**src/rtl/wave_envelope.sv**
```systemverilog
// -----------------------------------------------------------------------------
// wave_envelope
//   Upstream conditioning stage for the bar-graph renderer. Rectifies 12-bit
//   offset-binary microphone samples around midscale (2048), tracks the peak
//   magnitude over a window of WIN_LEN accepted samples, and once per window
//   emits a 10-bit {gate, level[8:0]} word with a one-cycle valid strobe.
//
//   Optional feature macro: WAVE_ENVELOPE_DECAY_EN
//     When defined, the emitted level falls by at most DECAY_STEP per window
//     (smooth release). When undefined, the level is the raw scaled peak and
//     no decay state or DECAY_STEP parameter exists.
//
// Ports
//   clk_sample   in   1   sample clock, all logic on rising edge
//   rst_n        in   1   asynchronous active-low reset
//   mic_in       in  12   offset-binary sample, 2048 = silence
//   mic_valid    in   1   mic_in valid this cycle (may be high every cycle)
//   wave_sample  out 10   {gate, level[8:0]}, held between windows
//   wave_valid   out  1   one-cycle pulse when wave_sample updates
//   peak_raw     out 11   rectified peak of the last completed window (debug)
// -----------------------------------------------------------------------------
module wave_envelope #(
  parameter int          WIN_LEN     = 64,      // 2..1024
  parameter logic [10:0] NOISE_FLOOR = 11'd64
`ifdef WAVE_ENVELOPE_DECAY_EN
  , parameter logic [8:0] DECAY_STEP = 9'd8
`endif
) (
  input  logic        clk_sample,
  input  logic        rst_n,
  input  logic [11:0] mic_in,
  input  logic        mic_valid,
  output logic [9:0]  wave_sample,
  output logic        wave_valid,
  output logic [10:0] peak_raw
);

  localparam int             CNT_W    = $clog2(WIN_LEN);
  localparam logic [CNT_W-1:0] CNT_LAST = CNT_W'(WIN_LEN - 1);
  localparam logic [8:0]     GATE_TH  = NOISE_FLOOR[10:2];

  typedef enum logic {ACCUM, EMIT} state_e;

  // Stage 0 registers
  logic [CNT_W-1:0] cnt_q;
  logic [10:0]      mag1_q;
  logic             v1_q;
  logic             last1_q;

  // Stage 1 / FSM registers
  state_e           state_q;
  logic [10:0]      peak_q;
  logic [10:0]      peak_raw_q;
  logic [9:0]       wave_sample_q;
  logic             wave_valid_q;

  // ---------------------------------------------------------------------------
  // Rectification: below midscale the distance is 2048-mic_in, which reaches
  // 2048 only for mic_in=0 and must saturate into 11 bits.
  // ---------------------------------------------------------------------------
  logic [11:0] neg_dist;
  logic [10:0] mag_d;

  // NOTE: every always_comb output gets a default first so no path can leave a
  // signal unassigned, which would otherwise infer a latch.
  always_comb begin
    neg_dist = 12'd2048 - mic_in;
    mag_d    = '0;
    if (mic_in[11]) begin
      mag_d = mic_in[10:0];
    end else if (neg_dist[11]) begin
      mag_d = 11'h7FF;
    end else begin
      mag_d = neg_dist[10:0];
    end
  end

  // NOTE: sequential state uses non-blocking assignments so every flop samples
  // the pre-edge value of the others, independent of statement order.
  always_ff @(posedge clk_sample or negedge rst_n) begin
    if (!rst_n) begin
      cnt_q   <= '0;
      mag1_q  <= '0;
      v1_q    <= 1'b0;
      last1_q <= 1'b0;
    end else begin
      v1_q <= mic_valid;
      if (mic_valid) begin
        mag1_q  <= mag_d;
        last1_q <= (cnt_q == CNT_LAST);
        cnt_q   <= (cnt_q == CNT_LAST) ? '0 : cnt_q + 1'b1;
      end
    end
  end

  // ---------------------------------------------------------------------------
  // Window peak including the sample currently in stage 1, and the level that
  // would be emitted if this sample closes the window.
  // ---------------------------------------------------------------------------
  logic [10:0] wpk;
  logic [8:0]  new_level;
  logic [8:0]  level_out;
  logic        gate;

`ifdef WAVE_ENVELOPE_DECAY_EN
  logic [8:0] held_level;
  logic [8:0] decayed;

  always_comb begin
    held_level = wave_sample_q[8:0];
    decayed    = (held_level > DECAY_STEP) ? held_level - DECAY_STEP : 9'd0;
  end
`endif

  always_comb begin
    wpk       = (mag1_q > peak_q) ? mag1_q : peak_q;
    new_level = wpk[10:2];
`ifdef WAVE_ENVELOPE_DECAY_EN
    level_out = (new_level > decayed) ? new_level : decayed;
`else
    level_out = new_level;
`endif
    gate      = (level_out >= GATE_TH);
  end

  // ---------------------------------------------------------------------------
  // Accumulate / emit FSM. The output word is registered on the edge that
  // enters EMIT, so EMIT is exactly the cycle in which wave_valid is high and
  // the new wave_sample is visible (two cycles after the closing sample was
  // accepted). Accumulation continues in EMIT so no sample is lost.
  // ---------------------------------------------------------------------------
  always_ff @(posedge clk_sample or negedge rst_n) begin
    if (!rst_n) begin
      state_q       <= ACCUM;
      peak_q        <= '0;
      peak_raw_q    <= '0;
      wave_sample_q <= '0;
      wave_valid_q  <= 1'b0;
    end else begin
      wave_valid_q <= 1'b0;
      case (state_q)
        ACCUM: begin
          if (v1_q && last1_q) begin
            peak_raw_q    <= wpk;
            peak_q        <= '0;
            wave_sample_q <= {gate, level_out};
            wave_valid_q  <= 1'b1;
            state_q       <= EMIT;
          end else if (v1_q) begin
            peak_q <= wpk;
          end
        end
        EMIT: begin
          // A window is at least two samples long, so the sample seen here
          // always belongs to the next window and never closes it.
          if (v1_q) begin
            peak_q <= wpk;
          end
          state_q <= ACCUM;
        end
        default: state_q <= ACCUM;
      endcase
    end
  end

  assign wave_sample = wave_sample_q;
  assign wave_valid  = wave_valid_q;
  assign peak_raw    = peak_raw_q;

endmodule

```
**config.mk**
```make
export PLATFORM = sky130hd
export DESIGN_NAME = wave_envelope
export DESIGN_NICKNAME = d
export VERILOG_FILES = /design/src/rtl/wave_envelope.sv
export SDC_FILE = /design/constraint.sdc
export NUM_CORES = 1
export LEC_CHECK = 0
export BUFFER_PORTS_ARGS = -buffer_cell sky130_fd_sc_hd__buf_2
export CAP_MARGIN = 20
export CORE_MARGIN = 5
export CORE_UTILIZATION = 55
export CTS_CLUSTER_SIZE = 14
export DETAILED_ROUTE_END_ITERATION = 16
export PLACE_DENSITY = 0.79
export SLEW_MARGIN = 20
export SYNTH_ARGS = -nofsm -noshare
export SYNTH_HDL_FRONTEND = slang
export SYNTH_SLANG_ARGS = --single-unit
```
**constraint.sdc**
```tcl
create_clock -name clk_sample -period 2.5 [get_ports clk_sample]
set_input_delay 0.125 -clock clk_sample [delete_from_list [all_inputs] [get_ports clk_sample]]
set_output_delay 0.125 -clock clk_sample [all_outputs]
set_load 0.05 [all_outputs]
```
==> results of run 1 <==
[cells by family after synthesis]
group	count (synthesis)	synth area share, %
fa+ha+maj	13	6.80
compound gates	41	9.47
buf+inv	37	7.74
xor+xnor	10	3.66
simple gates	80	15.8
mux	27	11.5
flops	43	45.0
[critical path, stage by stage (launching register included)]
cell,delay (ps)
dfrtp_1,420
inv_1,60
ha_1,300
nand2_1,80
o21ai_0,140
or3b_4,430
a211oi_4,270
buf_6,180
mux2i_1,210
nor2_1,60
[sequential cells by signal, indices dropped and copies added, names as in the netlist]
signal       flops
v1_q             1
peak_q          11
cnt_q            6
last1_q          1
peak_raw        10
state_q          1
wave_sample      2
mag1_q          11
[layout by cell type (no fill, tap or decap), drive strengths merged, types with 2 or more instances in the layout]
master	count
mux2i	23
mux2	4
inv	18
clkbuf	7
xor2	7
nand4	2
nor2	38
nor4	5
nand2	18
xnor2	3
buf	41
nor3	6
a211oi	2
dfrtp	43
a21oi	15
o21ai	18
nand3	3
ha	13
[through the flow]
step	instance area, um^2	hold slack (ps)
detailed placement	2550	311
floorplan	2390	-171
finish	2680	85.3
global route	2680	79.2
CTS	2650	77.1
global placement	2550	309
[timing repair]
item | 4_1_cts | 5_1_grt
buffers inserted | 0 | 1
endpoints found under the hold margin | 43 | 0
gates resized for setup | 0 | 6
hold buffers | 1 | 0
setup endpoints to repair | 0 | 18
[area by class of cell]
class,count,area [um^2]
clock buffer,7,76.3
sequential,43,1080
inverter,18,67.6
fill,354,1610
tap,52,65.1
timing repair buffer,42,235
clock inverter,1,5.00
multi-input combinational,171,1160
[per-layer routing]
layer  GRT usage (%)  share of wire (%)  vias up  wire, um
li1                -                  -      910         -
met2            25.8                 45       54      2040
met5               0                  0        -         0
met1            23.1                 46      836      2100
met4            6.41                1.8        0        80
met3            4.98                6.9        8       311
[worst paths after layout]
check                             from          end  slack [ps]  cells past startpoint
max reg2reg                  peak_q[6]    peak_q[3]         220                      9
min reg2reg                peak_raw[0]  peak_raw[0]         480                      2
max in group asynchronous        rst_n  peak_raw[2]        1450                      2
max                          peak_q[6]    peak_q[3]         220                      9
min in group asynchronous        rst_n     cnt_q[1]         490                      2
min                         mic_in[10]   mag1_q[10]          90                      2
[power by group]
group | internal (mW) | total [mW] | switching [mW]
combinational | 0.498 | 1.16 | 0.667
sequential | 0.879 | 1.05 | 0.169
clock | 0.196 | 0.413 | 0.218
total | 1.57 | 2.63 | 1.05
==> flow_summary.ini, run 1 <==
[timing]
fin_crit_ps = 2280
hold_viol = 0
fin_crit_sh_pct = 91.4
report.final.slew_viol_count = 0
fin_tns_setup_ps = 0
worst_slack_ps = 215
relSlewSlack_pct = 39.7
worst_pin_slew_ps = 904
finClkSkew_ps = 5.73
rsz0062_at_grt = no
setup_violations = 0
timing.fmax_ghz = 0.438

[routing]
drt_iter0_markers = 93
dr.pass1.iters = 4
drtAntennaViolNets = 0
drc = 0
vias_per_cell = 5.41
wl_mm = 4.53
vias = 1808
wl_per_cell_um = 13.6

[placed_design]
hpwl_mm = 3.34
post-place-ws_ps = 151
dp_cells = 324
place.gp.congestion = 0.904
numPortBuffers = 36

[pwr]
vdd_drop_max_mv = 0.362
leakage_nw = 1.35
p_per_area_nw_per_um2 = 979
finalPower_mw = 2.63

[run]
drv_cap = 0

[cells_and_area]
syn2layout_area_growth_pct = 12.1
final_util_pct = 62.4
fin_nets = 309
n_antenna_cell = 0
drive_gt1_share_pct = 20.6
stdcell_count = 334

[global_routing]
antenna_found_initial = 0
grt_max_degree = 44
grtUsageTotal_pct = 17.1
grt_overflow = 0
grt_pass1_wl_mm = 8.09
first_global_vias = 1766

[outcome]
status = completed

[die]
io_pins = 37
die_h_um = 76.0
design.die.area_um2 = 5770
start_util_pct = 55.7
fp.coreArea_um2 = 4290
fp-row-count = 24
fp.dieW_um = 76.0

[synth]
synth_area_per_cell_um2 = 9.53
synth_fp_nets = 279
yosysWarnings = 0
synthDistinctLibCells = 35
synth.cell_area_um2 = 2390
ys_ff_latch = 43
async_flop_share_pct = 100
ys_top_cells_by_count = dfrtp_1, nor2_1, mux2i_1
yosysTopAreaCell = dfrtp_1
synth_cells = 251
ys_seq_area_share_pct = 45.0
ys_top_cells_by_area = dfrtp_1, mux2i_1, ha_1, nor2_1, o21ai_0
synth.most_common_cell = dfrtp_1
ys_dominant_reg_cell = dfrtp_1
yosys.area.top_type_share_pct = 45.0
synth_edf_count = 0

[clock_network]
clk_pin_slew_ps = 70
tritoncts = done
cts_max_level = 2
clk-insertion-delay-late_ps = 300
clk_root_buffer_cell = clkbuf_8
cts_buffers = 5
clockBufferDepth = 2
cts_num_sinks = 43

[hold_path]
hp-class = input pin to flip-flop

[critical_path]
crit_arrival_ps = 2450
crit_required_ps = 2670
end_kind = flip-flop
critPathKind = flip-flop to flip-flop
critPathMaxFanout = 7
startpoint_type = flip-flop
Note: power is estimated with default switching activity, not from simulation.
==> run 2: changes to the inputs <==
--- a/config.mk
+++ b/config.mk
@@ -7,6 +7,7 @@
 export LEC_CHECK = 0
 export BUFFER_PORTS_ARGS = -buffer_cell sky130_fd_sc_hd__buf_2
 export CAP_MARGIN = 20
+export CORE_ASPECT_RATIO = 0.5
 export CORE_MARGIN = 5
 export CORE_UTILIZATION = 55
 export CTS_CLUSTER_SIZE = 14
==> run 2 against run 1 <==
Compared with the run above:
- the run now ends with negative hold slack left
- utilization rose by 4.5 points
- via count rose by 0.66%
- routed wire length rose by 11%
- final area rose by 0.89%
- sequential share of layout area fell by 0.35 points
- die area rose by 1.4%
==> flow_summary.ini, run 2 (synthesis gave the netlist of run 1 again) <==
[die]
fp-row-count = 16
design.die.area_um2 = 5850
fp.coreArea_um2 = 4040
io_pins = 37
fp.dieW_um = 103
die_h_um = 56.6
start_util_pct = 59.2

[critical_path]
critPathKind = flip-flop to flip-flop
max_stage_delay_ps = 530
end_kind = flip-flop
critPathMaxFanout = 10
crit_arrival_ps = 2570
critical_path.cell_chain = inv_1 -> ha_1 -> nand2_1 -> o21ai_0 -> or3b_2 -> a211oi_2 -> buf_6 -> mux2i_1 -> nor2_1
crit_required_ps = 2670
crit_slowest_cell = or3b_2
startpoint_type = flip-flop

[pwr]
leakage_nw = 1.36
finalPower_mw = 2.85
p_per_area_nw_per_um2 = 1050
vdd_drop_max_mv = 0.359

[cells_and_area]
final_common_cell = dfrtp_1
n_antenna_cell = 0
fin_nets = 308
layout_common_cells = dfrtp_1, nor2_1, buf_2
drive_gt1_share_pct = 20.6
syn2layout_area_growth_pct = 13.1
final_util_pct = 66.9

[clock_network]
clk_pin_slew_ps = 80
clockBufferDepth = 2
cts_buffers = 5
clk-insertion-delay-late_ps = 300
tritoncts = done
cts_max_level = 2
clk_root_buffer_cell = clkbuf_8
cts_num_sinks = 43

[timing]
rsz0062_at_grt = yes
setup_violations = 0
finClkSkew_ps = 9.93
hold_viol = 43
report.final.slew_viol_count = 0
holdWs_ps = -24.7
relSlewSlack_pct = 37.5
fin_crit_sh_pct = 96.2
worst_pin_slew_ps = 938
timing.fmax_ghz = 0.416
fin_crit_ps = 2410

[placed_design]
place.gp.congestion = 0.885
numPortBuffers = 36
hpwl_mm = 3.70

[routing]
drtAntennaViolNets = 0
vias = 1820
vias_per_cell = 5.43
drt_iter0_markers = 71
dr.pass1.iters = 4
wl_per_cell_um = 15.0
drc = 0
wl_mm = 5.04

[global_routing]
grt_max_degree = 44
grtUsageTotal_pct = 17.4
grt_overflow = 0
antenna_found_initial = 0
first_global_vias = 1664
grt_pass1_wl_mm = 7.93

[outcome]
violations = negative hold slack
status = finished with violations

[run]
drv_cap = 0

[hold_path]
hp-class = input pin to async pin
-- run 2: critical path: cells and delay by family (launching register included) --
kind / cells / cell delay (ps)
mux: 1 / 240
compound gates: 2 / 420
fa+ha+maj: 1 / 300
buf+inv: 2 / 270
flops: 1 / 390
simple gates: 3 / 660
-- run 2: cell type report --
| class | count | area, um^2 |
|---|---|---|
| well taps | 54 | 67.6 |
| flip-flops and latches | 43 | 1080 |
| repair buffers | 41 | 221 |
| clock buffers | 6 | 72.6 |
| multi-input cells | 171 | 1140 |
| fillers | 336 | 1340 |
| inverters | 18 | 67.6 |
| clock inverters | 2 | 60.1 |
-- run 2: worst paths after layout --
path | startpoint | end | slack (ps) | cells after the start
setup / recovery | peak_q[6] | peak_q[5] | 90 | 9
hold / removal | rst_n | wave_sample[9] | -20 | 1
setup reg to reg | peak_q[6] | peak_q[5] | 90 | 9
hold reg to reg | peak_raw[1] | peak_raw[1] | 480 | 2
max in group asynchronous | rst_n | peak_q[10] | 1950 | 1
min in group clk_sample | mic_in[10] | mag1_q[10] | 80 | 2
-- run 2: through the flow --
step                cells  worst slack, ps  hold WS, ps  setup TNS (ps)  area (um^2)
finish                335             94.8        -24.7               0         2710
detailed placement    327             80.4          326               0         2560
floorplan             251              270         -171               0         2390
global placement      327              161          317               0         2560
CTS                   335             50.7         3.67               0         2700
global route          335            -56.7         66.3            -171         2710
-- run 2: report_power, final --
| part | leakage (nW) | total (mW) | switching (mW) | internal [mW] |
|---|---|---|---|---|
| registers | 0.531 | 1.05 | 0.175 | 0.878 |
| clock network | 0.0654 | 0.632 | 0.233 | 0.399 |
| logic | 0.763 | 1.16 | 0.672 | 0.491 |
-- run 2: layer usage --
metal  vias up  track usage [%]  share of wire (%)
met1       850             26.5                 50
li1        905                -                  -
met5         -                0                  0
met2        58             24.0                 42
met3         7             4.82                6.7
met4         0             4.43               0.83
-- run 2: what timing repair did --
action,4_1_cts,5_1_grt
gates resized for setup,0,2
hold buffers,0,0
setup buffers,0,0
setup endpoints to repair,0,12
